File: src/rtl/kim_if_fetch_unit.sv
// Instruction fetch unit: REQ/WAIT/HOLD/DROP sequencer feeding the IF/ID register.
// Optional fetch-timeout watchdog is built only when KIM_IF_FETCH_TIMEOUT_EN is defined.
module kim_if_fetch_unit #(
    parameter logic [31:0] RESET_PC    = 32'h0000_0000,
    parameter logic [7:0]  TIMEOUT_CYC = 8'd255
) (
    input  logic        clk,
    input  logic        rstn,
    input  logic        stall,
    input  logic        redirect_en,
    input  logic [31:0] redirect_pc,
    input  logic        imem_rvalid,
    input  logic [31:0] imem_rdata,
    output logic        imem_req,
    output logic [31:0] imem_addr,
    output logic [31:0] instruction,
    output logic [31:0] pc_next_out,
    output logic        fetch_valid,
    output logic        is_flush,
    output logic        fetch_err
);

    typedef enum logic [1:0] {S_REQ, S_WAIT, S_HOLD, S_DROP} state_t;

    state_t      state_q, state_d;
    logic [31:0] pc_q, pc_d;
    logic [31:0] hold_q, hold_d;
    logic [31:0] instr_q, instr_d;
    logic [31:0] pcn_q, pcn_d;
    logic        valid_q, valid_d;
    logic [31:0] redirect_tgt;
    logic [31:0] pc_inc;
    logic        present;
    logic [31:0] present_word;

    assign redirect_tgt = redirect_pc & ~32'd3;
    assign pc_inc       = pc_q + 32'd4;

    always_comb begin
        state_d      = state_q;
        pc_d         = pc_q;
        hold_d       = hold_q;
        instr_d      = '0;
        pcn_d        = pcn_q;
        valid_d      = 1'b0;
        present      = 1'b0;
        present_word = '0;
        case (state_q)
            S_REQ: begin
                if (redirect_en) begin
                    pc_d    = redirect_tgt;
                    state_d = S_DROP;
                end else begin
                    state_d = S_WAIT;
                end
            end
            S_WAIT: begin
                if (redirect_en) begin
                    pc_d    = redirect_tgt;
                    state_d = imem_rvalid ? S_REQ : S_DROP;
                end else if (imem_rvalid) begin
                    if (stall) begin
                        hold_d  = imem_rdata;
                        state_d = S_HOLD;
                    end else begin
                        present      = 1'b1;
                        present_word = imem_rdata;
                    end
                end
            end
            S_HOLD: begin
                if (redirect_en) begin
                    pc_d    = redirect_tgt;
                    hold_d  = '0;
                    state_d = S_REQ;
                end else if (!stall) begin
                    present      = 1'b1;
                    present_word = hold_q;
                end
            end
            default: begin
                // redirect while draining keeps draining the old outstanding response
                if (redirect_en) begin
                    pc_d = redirect_tgt;
                end else if (imem_rvalid) begin
                    state_d = S_REQ;
                end
            end
        endcase
        if (present) begin
            instr_d = present_word;
            pcn_d   = pc_inc;
            valid_d = 1'b1;
            pc_d    = pc_inc;
            state_d = S_REQ;
        end
    end

    always_ff @(posedge clk or negedge rstn) begin
        if (!rstn) begin
            state_q <= S_REQ;
            pc_q    <= RESET_PC;
            hold_q  <= '0;
            instr_q <= '0;
            pcn_q   <= '0;
            valid_q <= 1'b0;
        end else begin
            state_q <= state_d;
            pc_q    <= pc_d;
            hold_q  <= hold_d;
            instr_q <= instr_d;
            pcn_q   <= pcn_d;
            valid_q <= valid_d;
        end
    end

    assign imem_req    = rstn && (state_q == S_REQ);
    assign imem_addr   = pc_q;
    assign instruction = instr_q;
    assign pc_next_out = pcn_q;
    assign fetch_valid = valid_q;
    assign is_flush    = redirect_en;

`ifdef KIM_IF_FETCH_TIMEOUT_EN
    logic [7:0] cnt_q, cnt_d;
    logic       err_q, err_d;
    logic       waiting;

    always_comb begin
        waiting = ((state_q == S_WAIT) || (state_q == S_DROP)) &&
                  (state_d == state_q) && !imem_rvalid;
        cnt_d   = cnt_q;
        err_d   = err_q;
        if (state_d != state_q) begin
            cnt_d = '0;
        end else if (waiting && (cnt_q != 8'hFF)) begin
            cnt_d = cnt_q + 8'd1;
        end
        if (waiting && ((cnt_q + 8'd1) == TIMEOUT_CYC)) begin
            err_d = 1'b1;
        end
    end

    always_ff @(posedge clk or negedge rstn) begin
        if (!rstn) begin
            cnt_q <= '0;
            err_q <= 1'b0;
        end else begin
            cnt_q <= cnt_d;
            err_q <= err_d;
        end
    end

    assign fetch_err = err_q;
`else
    assign fetch_err = 1'b0;
`endif

endmodule

File: config.mk
export PLATFORM = sky130hd
export DESIGN_NAME = kim_if_fetch_unit
export DESIGN_NICKNAME = d
export VERILOG_FILES = /design/src/rtl/kim_if_fetch_unit.sv
export SDC_FILE = /design/constraint.sdc
export NUM_CORES = 1
export LEC_CHECK = 0
export CAP_MARGIN = 0
export CORE_MARGIN = 3
export CORE_UTILIZATION = 52
export DETAILED_ROUTE_END_ITERATION = 16
export PLACE_DENSITY = 0.95
export SLEW_MARGIN = 20
export SYNTH_ARGS = -nofsm -noshare
export SYNTH_HDL_FRONTEND = slang
export SYNTH_SLANG_ARGS = --single-unit
File: constraint.sdc
create_clock -name clk -period 3.55 [get_ports clk]
set_input_delay 0.5325 -clock clk [delete_from_list [all_inputs] [get_ports clk]]
set_output_delay 0.5325 -clock clk [all_outputs]
set_load 0.1 [all_outputs]
==> results of run 1 <==
==> final cells by class <==
type / count / share of cell area, %
clock inverter: 13 / 2.288
clock buffer: 19 / 5.421
multi-input combinational: 389 / 30.24
timing repair buffer: 172 / 20.64
antenna: 1 / 0.03071
tap: 140 / 2.150
inverter: 5 / 0.2303
sequential: 127 / 39.00
==> synthesized netlist by cell type (3+ instances only) <==
cell / instances
a22oi_1: 32
a32o_1: 32
and2_1: 3
and3_1: 8
and4_1: 3
buf_1: 3
buf_2: 6
buf_4: 6
clkbuf_1: 32
dfrtp_1: 127
ha_1: 4
inv_1: 5
nand2_1: 80
nand3_1: 24
nand4_1: 13
nor2_1: 42
nor4_4: 3
o21ai_0: 49
o21ai_1: 9
xnor2_1: 12
xor2_1: 45
==> sequential cells by signal, indices dropped and copies added (netlist names) <==
signal	cells
pc_next_out	30
instruction	32
hold_q	32
state_q	2
imem_addr	30
fetch_valid	1
==> metal layers <==
metal	share of wire [%]	wire (um)	GRT usage [%]
met2	51	8135	42.73
met3	6.0	944	6.954
met1	39	6261	31.26
met4	3.2	512	11.38
met5	0	0	0
==> cells by family after synthesis <==
family          count (synthesis)
xor+xnor                       57
buf+inv                        53
fa+ha+maj                       4
flops                         127
compound gates                132
mux                             4
simple gates                  187
other cells                     1
==> report_power, final <==
group          total [mW]  leakage, nW  internal (mW)  switching (mW)
Sequential           2.07         1.64           1.81           0.258
Combinational        3.04         1.43          0.806            2.23
Clock                1.82        0.308           1.18           0.639
==> placed cells by master, fill, tap and decap left out, drive strengths merged, types with 2 or more instances in the layout <==
cell type | netlist | layout
nand3 | 24 | 24
nor2 | 42 | 42
a32o | 32 | 32
buf | 16 | 15
nand4 | 15 | 15
nand2 | 80 | 80
o21ai | 59 | 59
xor2 | 45 | 45
conb | 1 | 5
nand2b | 2 | 2
clkdlybuf4s50 | 0 | 157
inv | 5 | 6
mux2 | 2 | 2
a22oi | 32 | 32
and4 | 3 | 3
nor3 | 2 | 2
mux2i | 2 | 2
and3 | 8 | 8
xnor2 | 12 | 12
ha | 4 | 4
a31oi | 2 | 2
clkbuf | 32 | 19
and2 | 3 | 3
bufinv | 0 | 4
nor4 | 5 | 5
dfrtp | 127 | 127
clkinv | 0 | 7
a21oi | 2 | 2
==> how the worst max path moves through the flow <==
stage                                  end  slack, ns  cells past startpoint                       from
2_1_floorplan  pc_next_out[29]$_DFFE_PN0P_       1.06                      7  imem_addr[12]$_DFFE_PN0P_
3_3_place_gp     imem_addr[21]$_DFFE_PN0P_       1.16                      6                imem_rvalid
6_report                     imem_addr[11]       0.75                      1  imem_addr[11]$_DFFE_PN0P_
5_1_grt                      imem_addr[12]       0.68                      1  imem_addr[12]$_DFFE_PN0P_
4_1_cts                      imem_addr[12]       0.74                      1  imem_addr[12]$_DFFE_PN0P_
3_5_place_dp     imem_addr[18]$_DFFE_PN0P_       1.08                      6                imem_rvalid
==> metrics by stage <==
stage / std cells / total power, mW
after floorplan: 569 / 4.311
after global placement: 833 / 5.001
after detailed placement: 833 / 5.111
after CTS: 865 / 6.947
after global routing: 866 / 7.228
final: 866 / 6.928
==> metrics.md, run 1 <==
| Metric | Value |
|---|---|
| Type of origin of the critical path | register |
| Cts hold-fix bufs | 0 |
| First-pass GRT wire length | 25550 um |
| Router iterations before antenna repair | 7 |
| DR vias/cell | 5.805 |
| Fillers | 705 |
| Fin util | 74.83% |
| Die area | 12550 um2 |
| Relative slew slack | 31.24% |
| Worst Tran Pin Value | 1.028 ns |
| Area Growth Syn to Fin | 39.41% |
| Setup CP Type | register to output pin |
| Cts repair resizes | 0 |
| Seq/Total Area, Yosys | 54.38% |
| Final Instance Area | 8148 um2 |
| Main area contributors after synthesis | dfrtp_1, xor2_1, a32o_1 |
| Worst flop-to-flop path startpoint | state_q[0]$_DFFE_PN0P_ |
| Crit end category | output pin |
| Pleak | 3.373 nW |
| Final Max Tran Viols | 0 |
| Die Width | 112.0 um |
| Area occupied by multi-input gates | 2464 um2 |
| Placed cell areas | 7517 um2 |
| Outcome | finished clean |
| PortBufs | 161 |
| DP HPWL | 10830 um |
| Mux cell area share after synthesis | 0.7279% |
| Power Density | 850.3 nW/um2 |
| Worst hold slack | 0.1908 ns |
| CP Data Arrival Time | 2.27 ns |
| Largest family of logic cells by synthesized area | compound AO/OA/AOI/OAI gates |
| H-tree Lvls | 4 |
| Yosys reg bits | 127 |
| Vias in the first global route | 5096 |
| Post-synthesis compound-gate area fraction | 15.76% |
| Cell chain of the critical path | clkdlybuf4s50_1 |
| Largest fanout on the critical path | 8 |
| Synth warn | 0 |
| Largest net degree at the start of global routing | 74 |
| Max-cap violation count | 0 |
| Root Driver | clkbuf_8 |
| # clock sinks | 127 |
| Post-synthesis adder-cell area fraction | 0.8563% |
| RSZ-0062 raised after global routing | false |
| Total number of vias | 5027 |
| Clock slew at the register clock pins of the worst setup and hold paths | 0.06 ns |
| Final worst-path cycle share | 78.89% |
| Yosys top cell by area | dfrtp_1 |
| Height of the die | 112.0 um |
| Routed WL | 15850 um |
| Grt total ovfl | 0 |
| Final Setup Violations | 0 |
| Post-CTS Setup Inserts | 0 |
| Tmin final | 2.801 ns |
| Initial antenna violation count | 1 |
| CP top delay family | buffers and inverters |
| Worst-skew pair later-pin latency | 0.52 ns |
| CTS tree | done |
| Clk_skew | 0.009761 ns |
| Avg Inst Size Synth | 10.34 um2 |
| Worst Slack Setup Final | 0.7495 ns |
| WL/cell | 18.31 um |
| Residual DRC | 0 |
| Worst Path Buf+Inv | 1 |
| Share of the synthesized area in the top cell type | 54.38% |
| Core area | 10890 um2 |
| Initial Util | 53.68% |
| Post-synth ARST share | 100.0% |
| DR iter-0 viols | 396 |
| Hold Fails Final Rpt | 0 |
| # rows | 38 |
| FMAX | 0.3571 GHz |
| Area share of xor/xnor cells in the synthesized design | 8.542% |
| Share of cells above drive strength 1 | 8.414% |
| I/O pin cnt | 169 |
| Reg2reg end | pc_next_out[31]$_DFFE_PN0P_ |
| All-Layer GR Usage | 25.56% |
| Placer congestion estimate | 0.8283 |
| Count of cell types in the netlist | 42 |
| CP peak stage delay | 1.21 ns |
| Synth Area in Simple Gates | 15.63% |
| Worst R2R Setup Slack | 1.03 ns |
| Setup WS pre-CTS | 1.085 ns |
| TNS Setup | 0 ns |
| FF-to-FF path depth | 8 |
| Final nets | 785 |
| Reg area | 3178 um2 |
| Syn Inst Count | 565 |
| Max clock buf depth | 2 |
| Hold WC Path Type | input pin to async pin |
| Most used flip-flop cell after synthesis | dfrtp_1 |
| Routed Antenna Nets | 0 |
| Data required, critical path | 3.02 ns |
| Peak supply drop | 0.0006221 V |
| EDFF count, synth | 0 |
| Syn Std Cell Area | 5844 um2 |
| Number of CTS-inserted buffers | 17 |
| Worst path slowest cell | clkdlybuf4s50_1 |
Note: power is estimated with default switching activity, not from simulation.
==> run 2, diff against run 1 <==
--- a/config.mk
+++ b/config.mk
@@ -7,9 +7,9 @@
 export LEC_CHECK = 0
 export CAP_MARGIN = 0
 export CORE_MARGIN = 3
-export CORE_UTILIZATION = 52
+export CORE_UTILIZATION = 48
 export DETAILED_ROUTE_END_ITERATION = 16
-export PLACE_DENSITY = 0.95
+export PLACE_DENSITY = 0.91
 export SLEW_MARGIN = 20
 export SYNTH_ARGS = -nofsm -noshare
 export SYNTH_HDL_FRONTEND = slang
==> constraint.sdc (replaced) <==
create_clock -name clk -period 2.65 [get_ports clk]
set_input_delay 0.3975 -clock clk [delete_from_list [all_inputs] [get_ports clk]]
set_output_delay 0.3975 -clock clk [all_outputs]
set_load 0.1 [all_outputs]
==> metrics.md, run 2 (same netlist as run 1, synthesis figures left out) <==
| Metric | Value |
|---|---|
| Cts repair resizes | 0 (unchanged) |
| Cts hold-fix bufs | 0 (unchanged) |
| # rows | 39 (+2.6%) |
| Final Max Tran Viols | 0 (unchanged) |
| Clk_skew | 0.01099 ns (+0.001224 ns) |
| Setup CP Type | register to register |
| WL/cell | 18.04 um (-1.5%) |
| Initial antenna violation count | 0 (-1) |
| DP HPWL | 10320 um (-4.7%) |
| CP Data Arrival Time | 2.49 ns (+0.22 ns) |
| Height of the die | 116.3 um (+3.9%) |
| Power Density | 1151 nW/um2 (+35%) |
| Share of cells above drive strength 1 | 20.75% (+12 points) |
| Residual DRC | 0 (unchanged) |
| Most common cell after layout, fill and taps aside | dfrtp_1 |
| Die Width | 116.3 um (+3.9%) |
| Largest fanout on the critical path | 9 (+1) |
| Core area | 11660 um2 (+7.1%) |
| Initial Util | 50.11% (-3.6 points) |
| Data required, critical path | 2.98 ns (-0.04 ns) |
| Max-cap violation count | 0 (unchanged) |
| Final Instance Area | 7945 um2 (-2.5%) |
| Hold Fails Final Rpt | 0 (unchanged) |
| Routed WL | 15620 um (-1.5%) |
| Die area | 13540 um2 (+7.9%) |
| RSZ-0062 raised after global routing | false |
| Number of CTS-inserted buffers | 17 (unchanged) |
| H-tree Lvls | 4 (unchanged) |
| Hold WC Path Type | input pin to async pin |
| I/O pin cnt | 169 (unchanged) |
| Root Driver | clkbuf_16 |
| Type of origin of the critical path | register |
| Placed cell areas | 7336 um2 (-2.4%) |
| Placer congestion estimate | 0.8693 (+4.9%) |
| Outcome | finished clean |
| TNS Setup | 0 ns (unchanged) |
| CTS tree | done |
| PortBufs | 161 (unchanged) |
| Final nets | 783 (-0.25%) |
| Relative slew slack | 49.00% (+18 points) |
| Routed Antenna Nets | 0 (unchanged) |
| # clock sinks | 127 (unchanged) |
| Most frequent cells in the layout | dfrtp_1, buf_4, nand2_1 |
| Tmin final | 2.158 ns |
| Crit end category | register |
| Pleak | 3.511 nW (+4.1%) |
| Worst-skew pair later-pin latency | 0.41 ns (-0.11 ns) |
| Area Growth Syn to Fin | 35.95% |
| Grt total ovfl | 0 (unchanged) |
| Total number of vias | 5020 (-0.14%) |
| # diodes | 0 (-1) |
| Final worst-path cycle share | 81.43% |
| Peak supply drop | 0.0008936 V (+44%) |
| Max clock buf depth | 2 (unchanged) |
| Largest net degree at the start of global routing | 128 (+73%) |
| DR vias/cell | 5.797 (-0.14%) |
| Post-CTS Setup Inserts | 0 (unchanged) |
| Clock slew at the register clock pins of the worst setup and hold paths | 0.06 ns (about the same) |
| All-Layer GR Usage | 23.81% (-1.8 points) |
| Worst Tran Pin Value | 0.7622 ns (-0.2659 ns) |
| Final Setup Violations | 0 (unchanged) |
| First-pass GRT wire length | 25290 um (-1.0%) |
| Pwr Total | 9.144 mW (+32%) |
| FMAX | 0.4634 GHz |
| DR iter-0 viols | 514 (+30%) |
| Vias in the first global route | 5021 (-1.5%) |
| Router iterations before antenna repair | 5 (-2) |
[run 2: cell count changes in the layout (fill, tap and decap cells not counted), sizes merged]
cell           delta
buf              +91
clkdlybuf4s50    -93
clkinvlp          +3
clkinv            -4
clkbuf            +3
diode             -1
bufinv            -1
inv               -1
[run 2: path summary, 6_finish.rpt]
kind                                                 start                     endpoint  slack, ns  cells after the start
worst max-delay path                state_q[1]$_DFFE_PN0P_    imem_addr[21]$_DFFE_PN0P_       0.49                      7
worst min-delay path                                  rstn  pc_next_out[23]$_DFFE_PN0P_       0.09                      2
worst max register to register      state_q[1]$_DFFE_PN0P_    imem_addr[21]$_DFFE_PN0P_       0.49                      7
worst min register to register  pc_next_out[6]$_DFFE_PN0P_   pc_next_out[6]$_DFFE_PN0P_       0.48                      2
max in group asynchronous                             rstn     instruction[0]$_DFF_PN0_       2.02                      2
min in group clk                pc_next_out[6]$_DFFE_PN0P_   pc_next_out[6]$_DFFE_PN0P_       0.48                      2
[run 2: power by group]
part / switching [mW] / internal, mW / total (mW) / leakage, nW
clock network: 0.832 / 1.55 / 2.38 / 0.288
registers: 0.339 / 2.43 / 2.76 / 1.64
logic: 2.98 / 1.02 / 4.00 / 1.58
[run 2: worst max-delay path: stages (launching register included)]
cell     delay [ns]
dfrtp_1        0.37
inv_1          0.10
ha_1           0.28
a21oi_1        0.19
nor4_4         0.60
nand4_1        0.20
xor2_1         0.18
o21ai_0        0.15
[run 2: through the flow]
step	hold WS, ns	setup WS (ns)	cells	util, %
after global routing	0.1731	0.2844	866	68.13
after floorplan	0.1019	0.1641	569	-
final	0.08799	0.4920	866	68.13
after CTS	0.1467	0.4854	866	68.13
after detailed placement	0.4756	0.3361	834	62.90
after global placement	0.4635	0.3947	834	62.90
[run 2: final cells by class]
| class | count | area [um2] |
|---|---|---|
| Tap cell | 143 | 178.9 |
| Inverter | 5 | 18.77 |
| Clock buffer | 22 | 474.2 |
| Clock inverter | 10 | 135.1 |
| Sequential cell | 127 | 3178 |
| Multi-Input combinational cell | 389 | 2464 |
| Fill cell | 857 | 3717 |
| Timing Repair Buffer | 170 | 1496 |
[run 2: layer usage]
metal | vias up | global-route usage [%] | wire length [um]
met5 | - | 0 | 0
met1 | 2504 | 30.29 | 6279
met2 | 205 | 39.93 | 8160
met3 | 32 | 4.767 | 777
met4 | 0 | 9.667 | 401
li1 | 2279 | - | -
